<file path="src/rtl/mem_bus_arbiter_if.sv">
// SRAM-like memory bus shared by fetch and load/store traffic.
// master = arbiter side (drives request/address/data), slave = memory side.
interface mem_bus_arbiter_if #(
   parameter int AW = 32,
   parameter int DW = 32
);
   logic          bus_req;
   logic          bus_wr;
   logic [3:0]    bus_wstrb;
   logic [AW-1:0] bus_addr;
   logic [DW-1:0] bus_wdata;
   logic          bus_addr_ok;
   logic          bus_data_ok;
   logic [DW-1:0] bus_rdata;

   modport master (
      output bus_req, bus_wr, bus_wstrb, bus_addr, bus_wdata,
      input  bus_addr_ok, bus_data_ok, bus_rdata
   );

   modport slave (
      input  bus_req, bus_wr, bus_wstrb, bus_addr, bus_wdata,
      output bus_addr_ok, bus_data_ok, bus_rdata
   );
endinterface

</file>
<file path="src/rtl/mem_bus_arbiter.sv">
// Arbitrates the fetch and load/store ports onto one SRAM-like bus (IDLE/ADDR/DATA).
// Define MEM_BUS_ARBITER_FAIR_EN to alternate sides under contention; default lets data win.
module mem_bus_arbiter #(
   parameter int AW = 32,
   parameter int DW = 32
) (
   input  logic                 clk,
   input  logic                 rst,
   input  logic                 inst_req,
   input  logic [AW-1:0]        inst_addr,
   output logic [DW-1:0]        inst_rdata,
   output logic                 inst_ack,
   input  logic                 data_req,
   input  logic                 data_wr,
   input  logic [3:0]           data_wstrb,
   input  logic [AW-1:0]        data_addr,
   input  logic [DW-1:0]        data_wdata,
   output logic [DW-1:0]        data_rdata,
   output logic                 data_ack,
   input  logic                 flush,
   output logic                 stall_req,
   mem_bus_arbiter_if.master    bus
);

   typedef enum logic [1:0] {IDLE, ADDR, DATA} state_t;

   localparam logic OWN_I = 1'b0;
   localparam logic OWN_D = 1'b1;

   state_t        state_q;
   logic          owner_q;
   logic          cancel_q;
   logic          bus_req_q;
   logic          bus_wr_q;
   logic [3:0]    bus_wstrb_q;
   logic [AW-1:0] bus_addr_q;
   logic [DW-1:0] bus_wdata_q;
   logic [DW-1:0] inst_rdata_q;
   logic [DW-1:0] data_rdata_q;

   logic inst_ok;
   logic grant_d;
   logic grant_i;
   logic xfer_done;

   // A fetch raised together with flush targets a stale PC, so it is not eligible.
   assign inst_ok = inst_req & ~flush;

`ifdef MEM_BUS_ARBITER_FAIR_EN
   logic last_d_q;

   always_ff @(posedge clk or posedge rst) begin
      if (rst) begin
         last_d_q <= OWN_I;
      end else if (data_ack) begin
         last_d_q <= OWN_D;
      end else if (inst_ack) begin
         last_d_q <= OWN_I;
      end
   end

   assign grant_d = data_req & (~inst_ok | (last_d_q == OWN_I));
`else
   assign grant_d = data_req;
`endif

   assign grant_i   = inst_ok & ~grant_d;
   assign xfer_done = (state_q == DATA) & bus.bus_data_ok;

   assign inst_ack  = xfer_done & (owner_q == OWN_I) & ~cancel_q & ~flush;
   assign data_ack  = xfer_done & (owner_q == OWN_D);

   assign inst_rdata = inst_ack ? bus.bus_rdata : inst_rdata_q;
   assign data_rdata = (data_ack & ~bus_wr_q) ? bus.bus_rdata : data_rdata_q;

   assign stall_req = (inst_req & ~inst_ack) | (data_req & ~data_ack);

   assign bus.bus_req   = bus_req_q;
   assign bus.bus_wr    = bus_wr_q;
   assign bus.bus_wstrb = bus_wstrb_q;
   assign bus.bus_addr  = bus_addr_q;
   assign bus.bus_wdata = bus_wdata_q;

   always_ff @(posedge clk or posedge rst) begin
      if (rst) begin
         state_q      <= IDLE;
         owner_q      <= OWN_I;
         cancel_q     <= 1'b0;
         bus_req_q    <= 1'b0;
         bus_wr_q     <= 1'b0;
         bus_wstrb_q  <= '0;
         bus_addr_q   <= '0;
         bus_wdata_q  <= '0;
         inst_rdata_q <= '0;
         data_rdata_q <= '0;
      end else begin
         case (state_q)
            IDLE: begin
               if (grant_d | grant_i) begin
                  state_q     <= ADDR;
                  bus_req_q   <= 1'b1;
                  owner_q     <= grant_d ? OWN_D : OWN_I;
                  bus_addr_q  <= grant_d ? data_addr : inst_addr;
                  bus_wr_q    <= grant_d & data_wr;
                  bus_wstrb_q <= grant_d ? data_wstrb : 4'b0000;
                  bus_wdata_q <= grant_d ? data_wdata : '0;
               end
            end
            ADDR: begin
               if (flush && owner_q == OWN_I) begin
                  cancel_q <= 1'b1;
               end
               if (bus.bus_addr_ok) begin
                  state_q   <= DATA;
                  bus_req_q <= 1'b0;
               end
            end
            DATA: begin
               if (flush && owner_q == OWN_I) begin
                  cancel_q <= 1'b1;
               end
               if (bus.bus_data_ok) begin
                  state_q  <= IDLE;
                  cancel_q <= 1'b0;
                  if (inst_ack) begin
                     inst_rdata_q <= bus.bus_rdata;
                  end
                  if (data_ack && !bus_wr_q) begin
                     data_rdata_q <= bus.bus_rdata;
                  end
               end
            end
            default: begin
               state_q   <= IDLE;
               bus_req_q <= 1'b0;
            end
         endcase
      end
   end

endmodule

</file>
<file path="src/flat_wrapper.sv">
// flat-port wrapper written by rule: the top's interface ports become plain ports
module mem_bus_arbiter_flat 
#(
   parameter int AW = 32,
   parameter int DW = 32
)
  (clk, rst, inst_req, inst_addr, inst_rdata, inst_ack, data_req, data_wr, data_wstrb, data_addr, data_wdata, data_rdata, data_ack, flush, stall_req, bus_bus_req, bus_bus_wr, bus_bus_wstrb, bus_bus_addr, bus_bus_wdata, bus_bus_addr_ok, bus_bus_data_ok, bus_bus_rdata);
  mem_bus_arbiter_if #(.AW(AW), .DW(DW)) bus_i ();
  input  logic clk;
  input  logic rst;
  input  logic inst_req;
  input  logic [AW-1:0] inst_addr;
  output logic [DW-1:0] inst_rdata;
  output logic inst_ack;
  input  logic data_req;
  input  logic data_wr;
  input  logic [3:0] data_wstrb;
  input  logic [AW-1:0] data_addr;
  input  logic [DW-1:0] data_wdata;
  output logic [DW-1:0] data_rdata;
  output logic data_ack;
  input  logic flush;
  output logic stall_req;
  output wire logic [$bits(bus_i.bus_req)-1:0] bus_bus_req;
  output wire logic [$bits(bus_i.bus_wr)-1:0] bus_bus_wr;
  output wire logic [$bits(bus_i.bus_wstrb)-1:0] bus_bus_wstrb;
  output wire logic [$bits(bus_i.bus_addr)-1:0] bus_bus_addr;
  output wire logic [$bits(bus_i.bus_wdata)-1:0] bus_bus_wdata;
  input wire logic [$bits(bus_i.bus_addr_ok)-1:0] bus_bus_addr_ok;
  input wire logic [$bits(bus_i.bus_data_ok)-1:0] bus_bus_data_ok;
  input wire logic [$bits(bus_i.bus_rdata)-1:0] bus_bus_rdata;
  assign bus_bus_req = bus_i.bus_req;
  assign bus_bus_wr = bus_i.bus_wr;
  assign bus_bus_wstrb = bus_i.bus_wstrb;
  assign bus_bus_addr = bus_i.bus_addr;
  assign bus_bus_wdata = bus_i.bus_wdata;
  assign bus_i.bus_addr_ok = bus_bus_addr_ok;
  assign bus_i.bus_data_ok = bus_bus_data_ok;
  assign bus_i.bus_rdata = bus_bus_rdata;
  mem_bus_arbiter #(.AW(AW), .DW(DW)) u_core (.clk(clk), .rst(rst), .inst_req(inst_req), .inst_addr(inst_addr), .inst_rdata(inst_rdata), .inst_ack(inst_ack), .data_req(data_req), .data_wr(data_wr), .data_wstrb(data_wstrb), .data_addr(data_addr), .data_wdata(data_wdata), .data_rdata(data_rdata), .data_ack(data_ack), .flush(flush), .stall_req(stall_req), .bus(bus_i));
endmodule
</file>
<file path="config.mk">
export PLATFORM = sky130hd
export DESIGN_NAME = mem_bus_arbiter_flat
export DESIGN_NICKNAME = d
export VERILOG_FILES = /design/src/rtl/mem_bus_arbiter_if.sv /design/src/rtl/mem_bus_arbiter.sv /design/src/flat_wrapper.sv
export SDC_FILE = /design/constraint.sdc
export NUM_CORES = 1
export LEC_CHECK = 0
export BUFFER_PORTS_ARGS = -buffer_cell sky130_fd_sc_hd__buf_4
export CAP_MARGIN = 20
export CORE_ASPECT_RATIO = 1.25
export CORE_MARGIN = 2
export CORE_UTILIZATION = 48
export DETAILED_ROUTE_END_ITERATION = 8
export PLACE_DENSITY = 0.8
export SLEW_MARGIN = 25
export SYNTH_ARGS = -nofsm -noshare
export SYNTH_HDL_FRONTEND = slang
export SYNTH_SLANG_ARGS = --single-unit
</file>
<file path="constraint.sdc">
create_clock -name clk -period 5.11 [get_ports clk]
set_clock_uncertainty 0.05 [all_clocks]
set_input_delay 0.2555 -clock clk [delete_from_list [all_inputs] [get_ports clk]]
set_output_delay 0.2555 -clock clk [all_outputs]
set_load 0.02 [all_outputs]
</file>
* Word level (Yosys, flattened, before mapping) *
Index checks and enable logic that the tools add are counted.

storage, ports and cells
  register bits after elaboration = 138
  input bits = 140
  output and inout port bits = 137
  word-level logic and storage cells = 62

cells by class
  equality and inequality tests = 5
  muxes and demuxes = 16
  bitwise operators = 21
  reductions and logical operators = 10

operators by type and width
  operator                                       count
  2-to-1 mux 32 bit                              4
  AND 1 bit                                      11
  AND reduction 3 bit                            3
  inverter 1 bit                                 8
  2-to-1 mux 2 bit                               3
  one-hot mux 2 bit (3 select lines)             1
  2-to-1 mux 1 bit                               5
  2-to-1 mux 4 bit                               1
  != test 2 bit, second input constant           2
  AND reduction 2 bit                            2
  one-hot mux 1 bit (3 select lines)             1
  == test 2 x 1 -> 1 bit, second input constant  1
  == test 2 bit, second input constant           1
  logical AND 1 bit                              2
  logical NOT 2 bit                              1
  != test 2 x 1 -> 1 bit, second input constant  1
  OR 1 bit                                       2
  one-hot mux 1 bit (2 select lines)             1
  nonzero test 2 bit                             1
  logical NOT 1 bit                              1

* Logic depth before layout (Yosys ltp) *
Gate-level depths: netlist of the first run.

  depth after elaboration = 8
  gate-level depth with buffers = 7
  gate-level depth less buffers = 5

* Worst setup path after synthesis of the first run *
Ideal clock, no wire load.

  path type = register to output
  start point = register u_core.state_q[0]
  end point = output inst_rdata[10]
  data arrival time = 1.708 ns
  required time = 4.805 ns
  path slack = 3.097 ns
  cell stages (with the launch flop) = 8
  cell sequence = dfrtp_1 -> inv_1 -> ha_1 -> nand2_1 -> nor4_2 -> buf_4 -> buf_8 -> mux2_1

between the ends
  cells in the longest elaborated chain, start to end = 6

ends and longest elaborated chain
  what                      RTL line                RTL
  start: declaration        mem_bus_arbiter.sv:30   state_t state_q;
  start signal: assignment  mem_bus_arbiter.sv:86   state_q <= IDLE;
  start signal: assignment  mem_bus_arbiter.sv:100  state_q <= ADDR;
  start signal: assignment  mem_bus_arbiter.sv:114  state_q <= DATA;
  == test 2 bit             mem_bus_arbiter.sv:68   assign xfer_done = (state_q == DATA) & bus.bus_data_ok;
  AND 1 bit                 mem_bus_arbiter.sv:68
  AND 1 bit (3 in series)   mem_bus_arbiter.sv:70   assign inst_ack = xfer_done & (owner_q == OWN_I) & ~cancel_q & ~flush;
  2-to-1 mux 32 bit         mem_bus_arbiter.sv:73   assign inst_rdata = inst_ack ? bus.bus_rdata : inst_rdata_q;
  end: declaration          flat_wrapper.sv:13      output logic [DW-1:0] inst_rdata;

No other way between the ends.

* Worst setup path in the final report of the first run *
  start point = register u_core.state_q[0]
  end point = output inst_rdata[3]

Same word-level chain as after synthesis.

==> impl_metrics.py, run 1 <==
metrics = {
    "worst_setup_path": {
        "reg2reg_depth": 6,
        "reg2reg_slack_ns": 2.81,
        "r2r_end": "u_core.inst_rdata_q[17]$_DFFE_PP0N_",
        "worstPathArrival_ns": 2.69,
        "timing.rr.start": "u_core.state_q[0]$_DFFE_PP0P_",
        "endpoint_kind": "output port",
        "critPathLaunchType": "register",
        "max_stage_delay_ns": 0.70,
        "crit_slowest_cell": "buf_4",
        "required_ns": 4.80,
        "cp_common_cell": "buf_4",
        "crit_chain": "inv_1 > ha_1 > nand2_1 > nor4_4 > buf_4 > mux2_2 > buf_4",
        "crit_start": "u_core.state_q[0]$_DFFE_PP0P_",
        "worstSetupPathType": "register to output port",
        "critPathMaxFanout": 66,
    },
    "floorplan": {
        "pin_count": 277,
        "std_cell_rows": 47,
        "core-area_um2": 13350,
        "die_area_um2": 14700,
        "chipWidth_um": 108.9,
        "initial_core_util": 0.4941,
        "die_h_um": 135.1,
    },
    "sta": {
        "slew-limit-headroom": 0.4362,
        "timing_worst_slew_pin_value_ns": 0.8457,
        "fin_crit_sh": 0.5855,
        "finalHoldViolations": 0,
        "clock.fmax_mhz": 334.2,
        "finalMaxSlewViolations": 0,
        "tns_ns": 0,
        "min_period_ns": 2.992,
        "setup_violations": 0,
        "rsz0062_at_grt": "no",
    },
    "detailed_routing": {
        "drtIter0Drc": 234,
        "first_pass_iters": 6,
        "totalWireLength_um": 16680,
        "drc": 0,
        "vias": 4954,
        "avgRoutedWirePerCell_um": 17.43,
        "ant_nets": 0,
        "vias_per_cell": 5.177,
    },
    "yosys": {
        "syn_avg_cell_area_um2": 13.11,
        "yosysSeqAreaShare": 0.5235,
        "ys_types": 22,
        "synth.net_count": 647,
        "postSynthCellCount": 503,
        "syn_area_um2": 6596,
        "synth-seq-cells": 138,
        "yosys_warnings": 0,
    },
    "grt": {
        "grt_first_pass_wirelength_um": 26090,
        "grt-ovfl-total": 0,
        "antenna_found_initial": 0,
        "grt_pass1_vias": 5311,
        "gr-usage-all-layers": 0.2303,
        "grt_max_degree": 75,
    },
    "cts": {
        "clock_latency_ns": 0.41,
        "post_cts_buffers": 0,
        "cts_tree": "yes",
        "cts-buffers-inserted": 17,
        "clkSlewWorstSetupHoldPaths_ns": 0.06,
        "cts_root_buf": "clkbuf_16",
        "clockBufferDepth": 2,
        "htree_num_levels": 4,
        "clock_sinks": 138,
    },
    "min_path": {
        "hp-start": "data_wdata[9]",
        "min_to": "u_core.bus.bus_wdata[9]$_DFFE_PP0P_",
        "hold_class": "primary input to register",
        "hold_depth": 3,
    },
    "power_and_ir_drop": {
        "cellLeakagePower_nw": 4.654,
        "power_density_nw_per_um2": 631.1,
        "ir_drop_mv": 0.3214,
    },
    "layout": {
        "final_cell_mix": "buf_4 (281), mux2_2 (150), dfrtp_1 (138)",
        "drive_above_1_share": 0.5954,
        "syn2layout_area_growth_pct": 41.88,
        "layout_commonest_cell": "buf_4",
        "layout.nets": 918,
        "fin_cells": 957,
        "diodes": 0,
    },
    "run_status": {
        "status": "complete, no violations",
    },
    "placement": {
        "port_buffers": 276,
        "placedCellCount": 922,
        "hpwl_um": 11970,
        "gp_congestion": 0.7916,
    },
    "run": {
        "maxCapViolations": 0,
    },
}
where the power goes:
group	total (mW)	internal (mW)	switching [mW]
combinational	2.76	1.34	1.42
sequential	1.90	1.61	0.289
clock	1.25	0.790	0.455
timing repair:
action                                 CTS  global route
setup endpoints to repair                0             0
hold buffers                             2             0
gates resized for setup                  0             0
endpoints found under the hold margin   65             0
logic make-up after synthesis:
kind of cell | after synthesis | share of synthesized area
multiplexers | 195 | 0.3329
flip-flops | 138 | 0.5235
buffers and inverters | 76 | 0.06146
AND/OR/NAND/NOR | 46 | 0.03775
AO/OA/AOI/OAI | 44 | 0.03680
adder cells (fa/ha/maj) | 4 | 0.007588
critical path, delay by kind of cell (launching register included):
| family | cells | cell delay, ns |
|---|---|---|
| buf+inv | 3 | 0.96 |
| mux | 1 | 0.41 |
| flops | 1 | 0.41 |
| simple gates | 2 | 0.24 |
| fa+ha+maj | 1 | 0.23 |
flip-flops by register name, indices dropped and copies added (netlist names):
register	cells
u_core.bus.bus_addr	32
u_core.bus.bus_req	1
u_core.bus.bus_wdata	32
u_core.bus.bus_wr	1
u_core.bus.bus_wstrb	4
u_core.cancel_q	1
u_core.data_rdata_q	32
u_core.inst_rdata_q	32
u_core.owner_q	1
u_core.state_q	2
per-layer routing:
layer  vias to the layer above  global-route usage  wire [um]
met1                      2402              0.2615       6355
met5                         -                   0          0
met2                       220              0.3955       8584
met3                        32             0.07191       1291
met4                         0              0.1011        445
li1                       2300                   -          -
worst max path at each step:
stage	endpoint	slack, ns	cells after the start
4_1_cts	inst_rdata[7]	2.09	7
5_1_grt	inst_rdata[7]	1.98	7
6_report	inst_rdata[3]	2.12	7
3_3_place_gp	u_core.bus.bus_addr[31]$_DFFE_PP0P_	2.62	5
2_1_floorplan	u_core.bus.bus_addr[0]$_DFFE_PP0P_	1.11	1
3_5_place_dp	u_core.bus.bus_addr[31]$_DFFE_PP0P_	2.52	5
cell usage after synthesis:
cell type  instances  area (um^2)
a31oi_1            2        12.51
buf_8              4        60.06
buf_4              5        37.54
mux2_2           150         1689
mux2_1            45        506.7
and3_2             1        7.510
buf_6              6        67.56
inv_1             43        161.4
buf_2              9        45.04
a211oi_1           2        15.01
nand2_4            1        11.26
ha_1               4        50.05
nor2b_1            3        18.77
nor4_2             1        12.51
nand3_1           37        185.2
nand2b_1           1        6.260
nand2_1            2        7.510
o21ai_0           38        190.2
dfrtp_1          138         3453
clkbuf_1           9        33.78
o22ai_1            1        6.260
a21boi_4           1        18.77
through the flow:
step	instance area [um^2]	total power [mW]	setup slack (ns)	hold WS, ns	util
4_1_cts	9311	5.936	2.088	0.01077	0.6975
5_1_grt	9359	6.227	1.977	0.02725	0.7011
2_1_floorplan	6596	3.493	1.108	0.3029	-
3_5_place_dp	8690	4.663	2.515	0.3251	0.6510
6_report	9359	5.906	2.118	0.03070	0.7011
3_3_place_gp	8690	4.565	2.615	0.3196	0.6510
cell type report:
class                   instances  area, um^2
multi-input cells             289        2746
inverters                      43       166.4
clock inverters                11       145.1
clock buffers                  20       456.7
fillers                       988        3990
repair buffers                285        2177
well taps                     171       214.0
flip-flops and latches        138        3453
Note: power is estimated with default switching activity, not from simulation.
==> run 2, diff against run 1 <==
Clock period 5.11 ns to 2.85 ns, I/O delays scaled along.
==> run 2 against run 1 <==
  * First-iteration DRC count is 15% lower
  * Highest routed layer unchanged
  * Setup slack worse by 1.9 ns
  * Clock power is 68% higher
  * Final cell count is 7.4% higher
  * Register-to-register slack worse by 2.2 ns
  * Die area stayed put
  * Largest cell class unchanged
  * Global-route usage is 2.4 points higher
  * Critical path type unchanged
  * Critical path depth stayed put
==> impl_metrics.py, run 2 (synthesis results as in run 1) <==
metrics = {
    "run_status": {
        "status": "complete, no violations",
    },
    "placement": {
        "hpwl_um": 12070,
        "dpl_cell_area_um2": 8753,
        "gp_congestion": 0.7752,
        "port_buffers": 276,
    },
    "worst_setup_path": {
        "cp_common_cell": "buf_4",
        "crit_slowest_cell": "dfrtp_1",
        "endpoint_kind": "output port",
        "worstSetupPathType": "register to output port",
        "crit_chain": "inv_1 > ha_1 > and3_2 > nand2_4 > buf_4 > mux2_2 > buf_4",
        "max_stage_delay_ns": 0.40,
        "worstPathArrival_ns": 2.46,
        "critPathMaxFanout": 22,
        "required_ns": 2.66,
        "critPathLaunchType": "register",
    },
    "cts": {
        "cts_resized": 0,
        "htree_num_levels": 4,
        "clockBufferDepth": 2,
        "clock_latency_ns": 0.41,
        "cts_tree": "yes",
        "clkSlewWorstSetupHoldPaths_ns": 0.06,
        "clock_sinks": 138,
        "cts_root_buf": "clkbuf_16",
        "cts-buffers-inserted": 17,
    },
    "sta": {
        "min_period_ns": 2.657,
        "tns_ns": 0,
        "fin_crit_sh": 0.9323,
        "finalMaxSlewViolations": 0,
        "rsz0062_at_grt": "no",
        "setup_violations": 0,
        "clock.fmax_mhz": 376.4,
        "finalHoldViolations": 0,
        "slew-limit-headroom": 0.4878,
        "timing_worst_slew_pin_value_ns": 0.7683,
    },
    "layout": {
        "syn2layout_area_growth_pct": 52.31,
        "fillers": 836,
        "layout.nets": 988,
        "layout_commonest_cell": "buf_4",
        "fin_area_um2": 10050,
        "drive_above_1_share": 0.5473,
        "diodes": 0,
        "final_cell_mix": "buf_4 (279), mux2_2 (150), dfrtp_1 (138)",
    },
    "floorplan": {
        "initial_core_util": 0.4941,
        "die_area_um2": 14700,
        "pin_count": 277,
        "chipWidth_um": 108.9,
        "std_cell_rows": 47,
        "core-area_um2": 13350,
        "die_h_um": 135.1,
    },
    "power_and_ir_drop": {
        "cellLeakagePower_nw": 4.923,
        "ir_drop_mv": 0.6020,
        "power_density_nw_per_um2": 1055,
    },
    "grt": {
        "gr-usage-all-layers": 0.2539,
        "grt_pass1_vias": 5879,
        "grt_first_pass_wirelength_um": 28660,
        "antenna_found_initial": 0,
        "grt_max_degree": 139,
        "grt-ovfl-total": 0,
    },
    "detailed_routing": {
        "avgRoutedWirePerCell_um": 18.00,
        "vias_per_cell": 5.167,
        "drtIter0Drc": 198,
        "drc": 0,
        "vias": 5312,
        "ant_nets": 0,
        "totalWireLength_um": 18510,
        "first_pass_iters": 5,
    },
    "min_path": {
        "hold_class": "primary input to register",
    },
    "run": {
        "maxCapViolations": 0,
    },
}
-- run 2: metrics by stage --
step	cells	util	total power, mW	hold WS (ns)	worst slack [ns]
4_1_cts	1028	0.7526	10.63	0.02479	0.1947
5_1_grt	1028	0.7526	11.16	0.02938	0.08860
2_1_floorplan	503	-	6.264	0.1899	0.9364
6_report	1028	0.7526	10.60	0.04049	0.1930
3_3_place_gp	924	0.6557	8.206	0.3117	0.7015
3_5_place_dp	924	0.6557	8.388	0.3135	0.6401
-- run 2: final cells by class --
| class | instances | area, um^2 | share of cell area |
|---|---|---|---|
| flip-flops and latches | 138 | 3453 | 0.3437 |
| repair buffers | 355 | 2895 | 0.2882 |
| multi-input cells | 289 | 2746 | 0.2734 |
| clock buffers | 20 | 456.7 | 0.04545 |
| well taps | 171 | 214.0 | 0.02130 |
| inverters | 43 | 165.2 | 0.01644 |
| clock inverters | 12 | 116.4 | 0.01158 |
-- run 2: path summary, 6_finish.rpt --
| kind | to | slack (ns) | cells past startpoint | from |
|---|---|---|---|---|
| setup / recovery | data_rdata[2] | 0.19 | 7 | u_core.state_q[0]$_DFFE_PP0P_ |
| hold / removal | u_core.bus.bus_addr[5]$_DFFE_PP0P_ | 0.04 | 3 | data_addr[5] |
| setup reg to reg | u_core.state_q[1]$_DFFE_PP0P_ | 0.66 | 6 | u_core.state_q[0]$_DFFE_PP0P_ |
| hold reg to reg | u_core.inst_rdata_q[7]$_DFFE_PP0N_ | 0.43 | 1 | u_core.inst_rdata_q[7]$_DFFE_PP0N_ |
| max in group asynchronous | u_core.data_rdata_q[19]$_DFFE_PP0P_ | 1.70 | 4 | rst |
| min in group asynchronous | u_core.bus.bus_wdata[28]$_DFFE_PP0P_ | 0.45 | 4 | rst |
-- run 2: repair_timing --
item                                   in CTS  in global routing
hold buffers                               72                  0
buffers inserted                            0                  0
endpoints found under the hold margin     241                  0
-- run 2: worst max-delay path, delay by kind of cell (launching register included) --
family        cells  cell delay [ns]
fa+ha+maj         1             0.24
buf+inv           3             0.52
mux               1             0.37
flops             1             0.40
simple gates      2             0.51
-- run 2: where the power goes --
| group | internal (mW) | switching (mW) | total [mW] | leakage, nW |
|---|---|---|---|---|
| combinational | 2.45 | 2.63 | 5.08 | 2.94 |
| clock | 1.25 | 0.851 | 2.10 | 0.265 |
| sequential | 2.89 | 0.525 | 3.42 | 1.72 |
-- run 2: metal layers --
layer | share of wire | GRT usage
met4 | 0.038 | 0.1261
met3 | 0.082 | 0.08687
met2 | 0.53 | 0.4465
met1 | 0.35 | 0.2672
met5 | 0 | 0
==> run 3, diff against run 2 <==
Settings changed: PLACE_DENSITY 0.8 to 0.79.
==> run 3 against run 2 <==
  * Die area is the same
  * Critical path type unchanged
  * Maximum frequency down 0.76%
  * Critical path depth did not move
  * Global-route usage about the same
  * Count of clock-buffer cells in the layout increased by 1
  * Sequential share of layout area about the same
  * Sequential cell count did not move
  * Register-to-register slack better by 0.10 ns
==> impl_metrics.py, run 3 (synthesis results as in run 1) <==
metrics = {
    "run_status": {
        "status": "complete, no violations",
    },
    "cts": {
        "htree_num_levels": 4,
        "cts-buffers-inserted": 17,
        "cts_resized": 0,
        "clock_latency_ns": 0.40,
        "cts_root_buf": "clkbuf_16",
        "post_cts_buffers": 0,
        "clkSlewWorstSetupHoldPaths_ns": 0.06,
        "cts_tree": "yes",
        "clockBufferDepth": 2,
        "clock_sinks": 138,
    },
    "layout": {
        "final_cell_mix": "buf_4 (280), mux2_2 (150), dfrtp_1 (138)",
        "utilization": 0.7533,
        "fin_cells": 1029,
        "layout_commonest_cell": "buf_4",
        "drive_above_1_share": 0.5484,
        "seqCellArea_um2": 3453,
        "layout.nets": 988,
        "multi_input_area_um2": 2746,
        "fillers": 833,
        "syn2layout_area_growth_pct": 52.45,
    },
    "sta": {
        "slew-limit-headroom": 0.5060,
        "fin_crit_sh": 0.9394,
        "min_period_ns": 2.677,
        "worst_slack_ns": 0.1727,
        "finalHoldViolations": 0,
        "timing_worst_slew_pin_value_ns": 0.7411,
        "tns_ns": 0,
        "setup_violations": 0,
        "finalMaxSlewViolations": 0,
        "clock.fmax_mhz": 373.5,
        "rsz0062_at_grt": "no",
    },
    "detailed_routing": {
        "drc": 0,
        "avgRoutedWirePerCell_um": 17.98,
        "ant_nets": 0,
        "drtIter0Drc": 245,
        "vias_per_cell": 5.126,
        "totalWireLength_um": 18500,
        "first_pass_iters": 4,
        "vias": 5275,
    },
    "grt": {
        "grt_first_pass_wirelength_um": 28430,
        "grt_pass1_vias": 5695,
        "gr-usage-all-layers": 0.2544,
        "grt_max_degree": 139,
        "antenna_found_initial": 0,
        "grt-ovfl-total": 0,
    },
    "placement": {
        "port_buffers": 276,
        "hpwl_um": 11870,
        "dpl_worst_slack_ns": 0.6162,
        "placedCellCount": 925,
        "gp_congestion": 0.7940,
    },
    "min_path": {
        "hold_class": "primary input to register",
    },
    "worst_setup_path": {
        "endpoint_kind": "output port",
        "worstSetupPathType": "register to output port",
        "critPathLaunchType": "register",
        "worstPathArrival_ns": 2.48,
        "required_ns": 2.66,
        "critPathMaxFanout": 30,
    },
    "power_and_ir_drop": {
        "ir_drop_mv": 0.5778,
        "clkPwrFrac": 0.201,
        "cellLeakagePower_nw": 4.928,
        "power_density_nw_per_um2": 1060,
        "internal_power_mw": 6.631,
        "power.net_switching_mw": 4.026,
        "combPwrFrac": 0.479,
        "p_seq_frac": 0.321,
        "switching_share": 0.3778,
        "design_power_total_mw": 10.66,
    },
    "floorplan": {
        "core-area_um2": 13350,
        "chipWidth_um": 108.9,
        "die_h_um": 135.1,
        "std_cell_rows": 47,
        "pin_count": 277,
        "initial_core_util": 0.4941,
        "die_area_um2": 14700,
    },
    "run": {
        "maxCapViolations": 0,
    },
}
==> run 3: cell types whose count changed in the layout (fill, tap and decap cells not counted) <==
cell and change:
clkbuf_8 +1, clkinv_2 -1, buf_4 +1, clkinv_4 -2, diode_2 +1, dlygate4sd3_1 -1, inv_6 +2
==> run 3: power groups by stage <==
stage	combinational (mW)	sequential, mW	clock, mW
2_1_floorplan	2.38	3.88	0
3_3_place_gp	4.86	3.36	0
3_5_place_dp	4.99	3.40	0
4_1_cts	5.09	3.40	2.18
5_1_grt	5.41	3.51	2.28
6_report	5.10	3.42	2.14
==> run 3: layout make-up <==
class | count | share of cell area
diodes | 1 | 0.0002488
well taps | 171 | 0.02128
multi-input cells | 289 | 0.2731
clock buffers | 21 | 0.04678
inverters | 43 | 0.01642
flip-flops and latches | 138 | 0.3434
repair buffers | 355 | 0.2877
clock inverters | 11 | 0.01107
==> run 3: per-layer routing <==
metal  part of all wire  GRT usage  vias to the layer above
met5                  0          0                        -
met2               0.54     0.4510                      247
met1               0.36     0.2710                     2547
met3              0.078    0.08446                       39
met4              0.030     0.1154                        0
li1                   -          -                     2442
==> run 3: critical path, stage by stage, from the launching register on <==
cell and delay (ns):
dfrtp_1 0.40, inv_1 0.08, ha_1 0.25, and3_2 0.26, nand2_4 0.29, buf_12 0.24
mux2_2 0.37, buf_4 0.17
==> run 3: timing repair <==
item                       CTS  global route
setup endpoints to repair    0             0
hold endpoints to repair   240             0
hold buffers                71             0
==> run 3: path summary, 6_finish.rpt <==
kind                                               startpoint                             endpoint  slack, ns  depth (start not counted)
max                             u_core.state_q[0]$_DFFE_PP0P_                       data_rdata[12]       0.17                          7
min                                                     flush          u_core.cancel_q$_DFFE_PP0P_       0.03                          3
max reg2reg                     u_core.state_q[1]$_DFFE_PP0P_  u_core.bus.bus_addr[19]$_DFFE_PP0P_       0.76                          5
min reg2reg                u_core.inst_rdata_q[8]$_DFFE_PP0N_   u_core.inst_rdata_q[8]$_DFFE_PP0N_       0.43                          1
max in group asynchronous                                 rst  u_core.bus.bus_addr[17]$_DFFE_PP0P_       1.75                          4
min in group asynchronous                                 rst   u_core.inst_rdata_q[6]$_DFFE_PP0N_       0.42                          4
==> run 3: through the flow <==
stage | cell area [um^2] | hold WS (ns)
after floorplan | 6600 | 0.1899
after global placement | 8761 | 0.3019
after detailed placement | 8761 | 0.3228
after CTS | 10050 | 0.01357
after global routing | 10050 | 0.03297
final | 10060 | 0.03131
